==> config.mk <==
export PLATFORM = sky130hd
export DESIGN_NAME = cache_mem_arbiter
export DESIGN_NICKNAME = d
export VERILOG_FILES = /design/src/rtl/cache_arb_pkg.sv /design/src/rtl/arb_burst_tracker.sv /design/src/rtl/cache_mem_arbiter.sv
export SDC_FILE = /design/constraint.sdc
export NUM_CORES = 1
export LEC_CHECK = 0
export BUFFER_PORTS_ARGS = -buffer_cell sky130_fd_sc_hd__buf_4
export CAP_MARGIN = 30
export CORE_ASPECT_RATIO = 1.2
export CORE_MARGIN = 3
export CORE_UTILIZATION = 41
export CTS_BUF_LIST = sky130_fd_sc_hd__clkbuf_2 sky130_fd_sc_hd__clkbuf_4 sky130_fd_sc_hd__clkbuf_8
export DETAILED_ROUTE_END_ITERATION = 12
export PLACE_DENSITY = 0.9
export SYNTH_ARGS = -nofsm -noshare
export SYNTH_HDL_FRONTEND = slang
export SYNTH_SLANG_ARGS = --single-unit
==> constraint.sdc <==
create_clock -name clk -period 2.2 [get_ports clk]
set_input_delay 0.33 -clock clk [delete_from_list [all_inputs] [get_ports clk]]
set_output_delay 0.33 -clock clk [all_outputs]
set_load 0.02 [all_outputs]
==> src/rtl/cache_arb_pkg.sv <==
// cache_arb_pkg: shared constants, state encoding and owner helper for the cache/memory arbiter
package cache_arb_pkg;
  localparam int BLK_OFF_W = 4;
  localparam int WORD_IDX_W = 3;
  localparam logic [2:0] ST_HOLD = 3'd0;
  localparam logic [2:0] ST_IDLE = 3'd1;
  localparam logic [2:0] ST_D_WR = 3'd2;
  localparam logic [2:0] ST_D_FILL = 3'd3;
  localparam logic [2:0] ST_I_FILL = 3'd4;
  localparam logic OWN_I = 1'b0;
  localparam logic OWN_D = 1'b1;
  function automatic logic owner_of(input logic [2:0] s);
    return (s == ST_D_WR || s == ST_D_FILL) ? OWN_D : OWN_I;
  endfunction
endpackage

==> src/rtl/arb_burst_tracker.sv <==
// arb_burst_tracker: burst issue/receive word counters and post-reset hold-off counter
// Ports: i_fill (in a fill state), i_hold (in HOLD), i_rx (accepted read word);
//        o_issue_en/o_issue_idx (next read to issue), o_recv_idx (index of arriving word),
//        o_hold_done (last hold-off cycle), o_burst_done (last word arriving this cycle).
module arb_burst_tracker
  import cache_arb_pkg::*;
#(
  parameter int WORDS_PER_BLK = 8,
  parameter int MEM_LAT = 4
) (
  input  logic                  clk,
  input  logic                  rst,
  input  logic                  i_fill,
  input  logic                  i_hold,
  input  logic                  i_rx,
  output logic                  o_issue_en,
  output logic [WORD_IDX_W-1:0] o_issue_idx,
  output logic [WORD_IDX_W-1:0] o_recv_idx,
  output logic                  o_hold_done,
  output logic                  o_burst_done
);
  localparam int HW = $clog2(MEM_LAT + 1);
  logic [WORD_IDX_W:0]   r_issue;
  logic [WORD_IDX_W-1:0] r_recv;
  logic [HW-1:0]         r_hold;
  always_ff @(posedge clk) begin
    if (rst) begin
      r_issue <= '0;
      r_recv <= '0;
      r_hold <= '0;
    end else begin
      r_issue <= !i_fill ? '0 : o_issue_en ? r_issue + 1'b1 : r_issue;
      r_recv <= !i_fill ? '0 : i_rx ? r_recv + 1'b1 : r_recv;
      r_hold <= (i_hold && !o_hold_done) ? r_hold + 1'b1 : r_hold;
    end
  end
  assign o_issue_en = r_issue < (WORD_IDX_W + 1)'(WORDS_PER_BLK);
  assign o_issue_idx = r_issue[WORD_IDX_W-1:0];
  assign o_recv_idx = r_recv;
  assign o_hold_done = r_hold == HW'(MEM_LAT - 1);
  assign o_burst_done = i_rx && r_recv == WORD_IDX_W'(WORDS_PER_BLK - 1);
endmodule

==> src/rtl/cache_mem_arbiter.sv <==
// cache_mem_arbiter: shares one multi-cycle memory between I-cache refills and D-cache refills/writes
// Ports: I side i_req/i_addr -> i_fill_vld/i_done; D side d_req/d_wr/d_addr/d_wdata -> d_fill_vld/d_done;
//        shared fill_idx/fill_data; memory mem_en/mem_wr/mem_addr/mem_wdata <- mem_rdata/mem_rvalid;
//        busy; perf_i_fill/perf_d_fill/perf_d_wr completion counters.
// Config: define ARB_PERF_CNT_EN for saturating perf counters, otherwise they read 0.
module cache_mem_arbiter
  import cache_arb_pkg::*;
#(
  parameter int ADDR_W = 16,
  parameter int DATA_W = 16,
  parameter int WORDS_PER_BLK = 8,
  parameter int MEM_LAT = 4
) (
  input  logic                  clk,
  input  logic                  rst,
  input  logic                  i_req,
  input  logic [ADDR_W-1:0]     i_addr,
  output logic                  i_fill_vld,
  output logic                  i_done,
  input  logic                  d_req,
  input  logic                  d_wr,
  input  logic [ADDR_W-1:0]     d_addr,
  input  logic [DATA_W-1:0]     d_wdata,
  output logic                  d_fill_vld,
  output logic                  d_done,
  output logic [WORD_IDX_W-1:0] fill_idx,
  output logic [DATA_W-1:0]     fill_data,
  output logic                  mem_en,
  output logic                  mem_wr,
  output logic [ADDR_W-1:0]     mem_addr,
  output logic [DATA_W-1:0]     mem_wdata,
  input  logic [DATA_W-1:0]     mem_rdata,
  input  logic                  mem_rvalid,
  output logic                  busy,
  output logic [15:0]           perf_i_fill,
  output logic [15:0]           perf_d_fill,
  output logic [15:0]           perf_d_wr
);
  localparam logic [ADDR_W-1:0] OFF_MASK = ADDR_W'((1 << BLK_OFF_W) - 1);
  logic [2:0]            r_state, w_st, w_nxt;
  logic                  r_i_req, r_d_req;
  logic [ADDR_W-1:0]     r_addr;
  logic                  w_fill, w_rx, w_wr, w_issue_en, w_hold_done, w_burst_done;
  logic [WORD_IDX_W-1:0] w_issue_idx, w_recv_idx;
  // Outputs decode from w_st so every output reads as idle while rst is high
  assign w_st = rst ? ST_HOLD : r_state;
  assign w_fill = w_st == ST_D_FILL || w_st == ST_I_FILL;
  assign w_wr = w_st == ST_D_WR;
  assign w_rx = w_fill && mem_rvalid;
  assign w_nxt = r_state == ST_HOLD ? (w_hold_done ? ST_IDLE : ST_HOLD) :
                 r_state == ST_IDLE ? (r_d_req ? (d_wr ? ST_D_WR : ST_D_FILL) :
                                       r_i_req ? ST_I_FILL : ST_IDLE) :
                 r_state == ST_D_WR ? ST_IDLE :
                 w_fill ? (w_burst_done ? ST_IDLE : r_state) : ST_HOLD;
  arb_burst_tracker #(.WORDS_PER_BLK(WORDS_PER_BLK), .MEM_LAT(MEM_LAT)) u_trk (
    .clk(clk), .rst(rst), .i_fill(w_fill), .i_hold(r_state == ST_HOLD), .i_rx(w_rx),
    .o_issue_en(w_issue_en), .o_issue_idx(w_issue_idx), .o_recv_idx(w_recv_idx),
    .o_hold_done(w_hold_done), .o_burst_done(w_burst_done)
  );
  // Registered requests are cleared on done so the level still held in the done cycle
  // cannot re-grant, which also guarantees an idle cycle between transactions
  always_ff @(posedge clk) begin
    if (rst) begin
      r_state <= ST_HOLD;
      r_i_req <= 1'b0;
      r_d_req <= 1'b0;
      r_addr <= '0;
    end else begin
      r_state <= w_nxt;
      r_i_req <= i_req && !i_done;
      r_d_req <= d_req && !d_done;
      if (r_state == ST_IDLE) r_addr <= r_d_req ? d_addr : i_addr;
    end
  end
  assign mem_en = w_wr || (w_fill && w_issue_en);
  assign mem_wr = w_wr;
  assign mem_addr = w_wr ? d_addr :
                    mem_en ? (r_addr & ~OFF_MASK) | ADDR_W'({w_issue_idx, 1'b0}) : '0;
  assign mem_wdata = w_wr ? d_wdata : '0;
  assign fill_idx = w_rx ? w_recv_idx : '0;
  assign fill_data = w_rx ? mem_rdata : '0;
  assign d_fill_vld = w_rx && owner_of(w_st) == OWN_D;
  assign i_fill_vld = w_rx && owner_of(w_st) == OWN_I;
  assign d_done = w_wr || (w_st == ST_D_FILL && w_burst_done);
  assign i_done = w_st == ST_I_FILL && w_burst_done;
  assign busy = !rst && r_state != ST_IDLE;
`ifdef ARB_PERF_CNT_EN
  logic [15:0] r_pi, r_pd, r_pw;
  always_ff @(posedge clk) begin
    if (rst) begin
      r_pi <= '0;
      r_pd <= '0;
      r_pw <= '0;
    end else begin
      r_pi <= r_pi + 16'(i_done && r_pi != 16'hFFFF);
      r_pd <= r_pd + 16'(d_done && !w_wr && r_pd != 16'hFFFF);
      r_pw <= r_pw + 16'(w_wr && r_pw != 16'hFFFF);
    end
  end
  assign perf_i_fill = r_pi;
  assign perf_d_fill = r_pd;
  assign perf_d_wr = r_pw;
`else
  assign perf_i_fill = '0;
  assign perf_d_fill = '0;
  assign perf_d_wr = '0;
`endif
endmodule

## Word level (Yosys, flattened, before mapping)

Index checks and enable logic that the tools add are counted.

- Register bits: 31
- Bits in latches: 0
- Bits in writable memories: 0
- ROM bits: 0
- Bits of input ports: 70
- Logic and storage cells: 61
- Memories: 0

- Add/subtract/negate cells: 3
- $mul: 0
- Divide/modulo/power cells: 0
- Magnitude comparators: 1
- Eq/ne operators: 9
- Shift operators: 0
- Muxes and demuxes: 17
- Bitwise gates (word level): 3
- Reduce and logical (&&, ||, !) cells: 21

Operators by type and width:

| operator | number |
|---|---|
| 2-to-1 mux 16 bit | 5 |
| 2-to-1 mux 3 bit | 9 |
| OR 16 x 4 -> 16 bit | 1 |
| == test 3 x 2 -> 1 bit, second input constant | 4 |
| logical AND 1 bit | 11 |
| adder 3 x 1 -> 3 bit, second input constant | 2 |
| == test 3 bit, second input constant | 2 |
| != test 5 bit, second input constant | 1 |
| adder 4 x 1 -> 4 bit, second input constant | 1 |
| zero test 1 bit | 4 |
| logical OR 1 bit | 4 |
| less-than comparator 4 bit, second input constant | 1 |
| == test 3 x 1 -> 1 bit, second input constant | 1 |
| zero test 3 bit | 1 |
| 2-to-1 mux 1 bit | 3 |
| != test 3 x 1 -> 1 bit, second input constant | 1 |
| NOT 1 bit | 2 |
| OR reduction 2 bit | 1 |

## Longest topological paths before layout

- Depth in word-level cells: 10
- Mapped depth: 5
- Depth with buffers taken out: 5

## Hierarchy

A second synthesis with hierarchy kept.

- Cell total of the unflattened synthesis: 265
- Area total of the unflattened synthesis: 2298.5 um2

By module, submodules not included:

| module | times used | cells an instance | area each (um2) | seq. area each (um2) |
|---|---|---|---|---|
| cache_mem_arbiter | 1 | 221 | 1831.8 | 340.3 |
| arb_burst_tracker | 1 | 44 | 466.7 | 200.2 |

## Worst setup path after synthesis

OpenSTA, ideal clock, no wires.

- Path type: reg2out
- Start: register r_state[1]
- End: output mem_addr[12]
- Data arrival time: 1.767 ns
- Required time: 1.870 ns
- Path slack: 0.103 ns
- Stages on the path, launching flop included: 6
- Path buffers: 2
- Path through: dfxtp_1 > buf_2 > or3b_1 > a21o_1 > buf_6 > a211oi_1

- Cells in the longest elaborated chain, start to end: 7
- Elaborated cells between the ends (all ways): 9
- Those cells by class: 3 x eq/ne; 3 x mux; 3 x reduce/logical

Ends and longest elaborated chain:

| what | RTL line | text |
|---|---|---|
| from (decl) | cache_mem_arbiter.sv:40 | `logic [2:0] r_state, w_st, w_nxt;` |
| from (signal assigned) | cache_mem_arbiter.sv:69 | `r_state <= w_nxt;` |
| 2-to-1 mux 3 bit (*) | cache_mem_arbiter.sv:46 | `assign w_st = rst ? ST_HOLD : r_state;` |
| == test 3 x 2 -> 1 bit / == test 3 bit (equally long branches) | cache_mem_arbiter.sv:47 | `assign w_fill = w_st == ST_D_FILL \|\| w_st == ST_I_FILL;` |
| logical OR 1 bit | cache_mem_arbiter.sv:47 |  |
| logical AND 1 bit | cache_mem_arbiter.sv:75 | `assign mem_en = w_wr \|\| (w_fill && w_issue_en);` |
| logical OR 1 bit | cache_mem_arbiter.sv:75 |  |
| 2-to-1 mux 16 bit | cache_mem_arbiter.sv:78 | `mem_en ? (r_addr & ~OFF_MASK) \| ADDR_W'({w_issue_idx, 1'b0}) : '0;` |
| 2-to-1 mux 16 bit (*) | cache_mem_arbiter.sv:77 | `assign mem_addr = w_wr ? d_addr :` |
| to (decl) | cache_mem_arbiter.sv:30 | `output logic [ADDR_W-1:0] mem_addr,` |

Every way passes the cells marked *; elsewhere a longest branch is shown, timed or not.

## Worst setup path in the final report

- Start: register r_state[2]
- End: output d_fill_vld

- Cells in the longest elaborated chain, start to end: 5
- Elaborated cells between the ends (all ways): 9
- Those cells by class: 3 x eq/ne; 2 x mux; 4 x reduce/logical

Ends and longest elaborated chain:

| what | RTL line | text |
|---|---|---|
| 2-to-1 mux 3 bit (*) | cache_mem_arbiter.sv:46 |  |
| == test 3 x 2 -> 1 bit, or another cell as far along | cache_arb_pkg.sv:13 | `return (s == ST_D_WR \|\| s == ST_D_FILL) ? OWN_D : OWN_I;` |
| logical OR 1 bit, on equally long branches | cache_arb_pkg.sv:13, cache_mem_arbiter.sv:47 |  |
| 2-to-1 mux 1 bit / logical AND 1 bit (equally long branches) | cache_arb_pkg.sv:13, cache_mem_arbiter.sv:49 |  |
| logical AND 1 bit (*) | cache_mem_arbiter.sv:82 | `assign d_fill_vld = w_rx && owner_of(w_st) == OWN_D;` |
| to (decl) | cache_mem_arbiter.sv:24 | `output logic d_fill_vld,` |

Marked as above.

==> results.md <==
Critical path:
- Data on the critical path is required at its endpoint by 1870 ps.
- The setup path with the least slack is of type register to output pin.
- Data arrives at the worst endpoint at 1810 ps.
- In this run the worst path has a maximum fanout of 9.
- Measured in cells, the most critical reg-to-reg path has a length of 3.
- The element type at the critical path start is a register.
- STA classifies the critical path endpoint as an output pin.
- The setup slack on the worst flop-to-flop path is 600 ps.
- The worst register-to-register path begins at r_state[2]$_SDFFE_PP0P_.
- The end of the worst register-to-register path is r_state[0]$_SDFFE_PP0P_.

Clock tree:
- Counting the buffers created by CTS gives 3.
- CTS built an H-tree with a depth of 1.
- The clock drives 27 sinks.
- The maximum count of clock buffers along a single path is 2.
- The clock tree from TritonCTS is built.
- The clock transition at the register clock pins on the worst setup and hold paths after CTS is 90 ps.
- The later pin in the worst-skew pair is clocked with a latency of 270 ps.
- The root buffer cell is clkbuf_8.
- The number of buffers inserted by hold repair at cts is 0.

Hold path:
- The startpoint of the tightest hold check path is i_req.
- The end point of the most critical hold path is r_i_req$_SDFF_PP0_.
- The type of the tightest min-delay check is input pin to register.
- Along the worst hold path, the cell count comes to 2.

Floorplanning:
- The vertical die dimension is 87.1 um.
- The die covers 0.00642 mm^2.
- 176 I/O pins were placed.
- For this configuration, the core starts out at a cell density of 44.0%.
- The horizontal die dimension is 73.6 um.
- The placement row count is 28.
- The floorplan core area is 0.00511 mm^2.

Placed design:
- At the end of routability-driven placement, the weighted congestion stood at 0.824.
- In this run, placement finished with an instance count of 436.
- The total placed instance area is 0.00305 mm^2.
- The wire-length estimate of the detail-placed layout is 4970 um.
- The number of port buffers is 123.

Route:
- The detailed router placed 2121 vias in this run.
- Summed over all nets, wire length on met2 after detailed routing comes to 3470 um.
- The uppermost metal layer occupied by signal nets is met4.
- The routed via count divided by cell count is 4.81.
- The count of TritonRoute iterations in the first routing pass is 4.
- The number of DRC violations after detailed routing is 0.
- The number of DRC markers in iteration 0 is 92.
- Once detail routing completed, the nets flagged for antenna violations numbered 0.
- The mean routed wirelength per cell is 14.2 um.
- The total wirelength of the detailed-routed design is 6270 um.
- The length of routed met3 wiring is 487 um.
- After detailed routing, the wire length on met1 is 2260 um.

Pwr:
- The internal power is 1.03 mW.
- The part of the power in registers is 40.6%.
- The clock network power share is 18.6%.
- The total power divided by cell area is 512 mW/mm^2.
- Summed over all nets, the switching power comes to 589 uW.
- The cell leakage power is 1.48 nW.
- The combinational cell fraction of total power is 40.8%.
- Net switching is 36.3% of the power.
- The peak supply drop is 0.000332 V.

Status:
- The run finished with clean final reports.

Yosys:
- The number of enable flip-flop cells after synthesis is 0.
- The most instantiated library cell after synthesis is buf_4.
- By count the netlist is led by buf_4 (49), and2_1 (36), mux2i_1 (30).
- The post-synthesis cell type with the largest combined area is dfxtp_1.
- The average cell area after synthesis is 8.49 um^2.
- Of the synthesized area, sequential elements account for 24.0%.
- The synthesized design devotes to its leading area cell type 24.0% of total area.
- The post-synthesis sequential element count is 27.
- The total of warnings raised by yosys is 0.
- By area the synthesized netlist is led by dfxtp_1 (24%), buf_4 (16%), mux2i_1 (13%).
- The most used flip-flop cell after synthesis is dfxtp_1.
- Yosys mapped the design onto 40 distinct sky130hd cell types.
- In the synthesized netlist, the number of instances is 265.
- The mapped cell area is 0.00225 mm^2.
- Of all flip-flops after synthesis, the portion carrying an async set or reset was 0%.

STA:
- Setup repair after global routing could not meet its margin everywhere.
- The max-slew violation count was 0.
- The smallest clock period supported by the final layout is computed as 2140 ps.
- The achievable clock frequency is 467 MHz.
- Setup violations remaining at the end of the flow were counted as 0.
- In the finished design, the share of the clock period the worst path needs comes to 97.4%.
- Hold is met by 299 ps.
- Across the routed clock network, the largest skew measured is 1.90 ps.
- The final count of hold timing violations came to 0.

Global route:
- The first global-routing pass estimated 9380 um of wire.
- The number of antenna violations at the first check in global routing is 0.
- The via count of the first global-routing pass is 2098.
- The overall global routing resource usage is 18.1%.
- The total overflow reported by the global router is 0.
- Entering global routing, the biggest net connects 36 pins.

Final layout:
- The share of final-layout standard cells stronger than drive strength 1 is 42.3%.
- The area growth from synthesis to layout is 40.9%.
- The final cell count without fillers is 441.
- The repair_antennas step left the layout with diodes totalling 0.
- The fill cell total of the finished layout is 461.
- The net count of the finished layout is 457.
- The final design instance area without fill is 0.00317 mm^2.

Run:
- The tool flagged a number of max-cap violations equal to 0.
[placed cells by master, fill, tap and decap left out, types with 3 or more instances in the layout]
| cell | count |
|---|---|
| a211oi_1 | 20 |
| a211oi_2 | 8 |
| and2_1 | 36 |
| buf_4 | 135 |
| clkbuf_8 | 3 |
| conb_1 | 48 |
| dfxtp_1 | 24 |
| ha_1 | 5 |
| inv_1 | 4 |
| mux2i_1 | 30 |
| nor2_1 | 24 |
| xnor2_1 | 3 |
[repair_timing]
action | in CTS | in global routing
gates resized for setup | 6 | 14
pin swaps | 0 | 1
cloned | 0 | 1
setup endpoints to repair | 36 | 28
buffers inserted | 0 | 0
[worst max path at each step]
stage,startpoint,endpoint,slack [ps]
final,r_state[2]$_SDFFE_PP0P_,d_fill_vld,60
after global routing,r_state[0]$_SDFFE_PP0P_,fill_data[13],-20
after CTS,r_state[2]$_SDFFE_PP0P_,d_fill_vld,4
after detailed placement,r_state[2]$_SDFFE_PP0P_,mem_addr[2],170
after global placement,r_state[2]$_SDFFE_PP0P_,mem_addr[15],210
after floorplan,r_state[1]$_SDFFE_PP0P_,mem_addr[12],100
[registers in the layout, summed over array words and instances (netlist names)]
| signal | count |
|---|---|
| r_state | 3 |
| r_addr | 12 |
| r_d_req | 1 |
| u_trk.o_recv_idx | 3 |
| u_trk.r_hold | 3 |
| u_trk.r_issue | 4 |
| r_i_req | 1 |
[worst max-delay path, stage by stage (launching register included)]
cell and delay, ps:
dfxtp_4 400, or3b_4 420, a21o_2 300, nor4_1 220
buf_4 200
[stage by stage]
step	setup TNS (ps)	util, %	worst slack, ps	total power [mW]
2_1_floorplan	0	-	103	1.15
3_3_place_gp	0	59.6	212	1.28
3_5_place_dp	0	59.6	167	1.31
4_1_cts	0	60.9	4.31	1.61
5_1_grt	-131	62.0	-22.4	1.74
6_report	0	62.0	58.3	1.62
[power groups by stage]
stage	Clock, mW	Combinational [mW]	Sequential, mW
floorplan	0	0.510	0.644
global placement	0	0.619	0.658
detailed placement	0	0.646	0.662
CTS	0.305	0.651	0.655
global route	0.323	0.742	0.672
finish	0.302	0.663	0.659
[final cells by class]
class / instances / area (um^2) / area share [%]
Tap cell: 60 / 75.1 / 2.37
Timing Repair Buffer: 136 / 1030 / 32.6
Inverter: 4 / 15.0 / 0.474
Sequential cell: 27 / 549 / 17.3
Clock buffer: 4 / 48.8 / 1.54
Multi-Input combinational cell: 210 / 1450 / 45.7
[kinds of logic (layout without fill, tap and decap cells)]
family          count (synthesis)  count (layout)  share of synthesized area [%]
simple gates                   79              79                           20.7
buf+inv                        75             144                           22.0
compound gates                 42              42                           14.4
mux                            32              32                           14.3
flops                          27              27                           24.0
fa+ha+maj                       5               5                           2.78
xor+xnor                        4               4                           1.56
other cells                     1              48                          0.167
[layer usage]
metal	up-vias	track usage, %
met4	0	3.79
met5	-	0
met1	975	20.2
li1	1044	-
met3	6	3.46
met2	96	34.8
No activity file was read; power rests on OpenSTA's default activity.
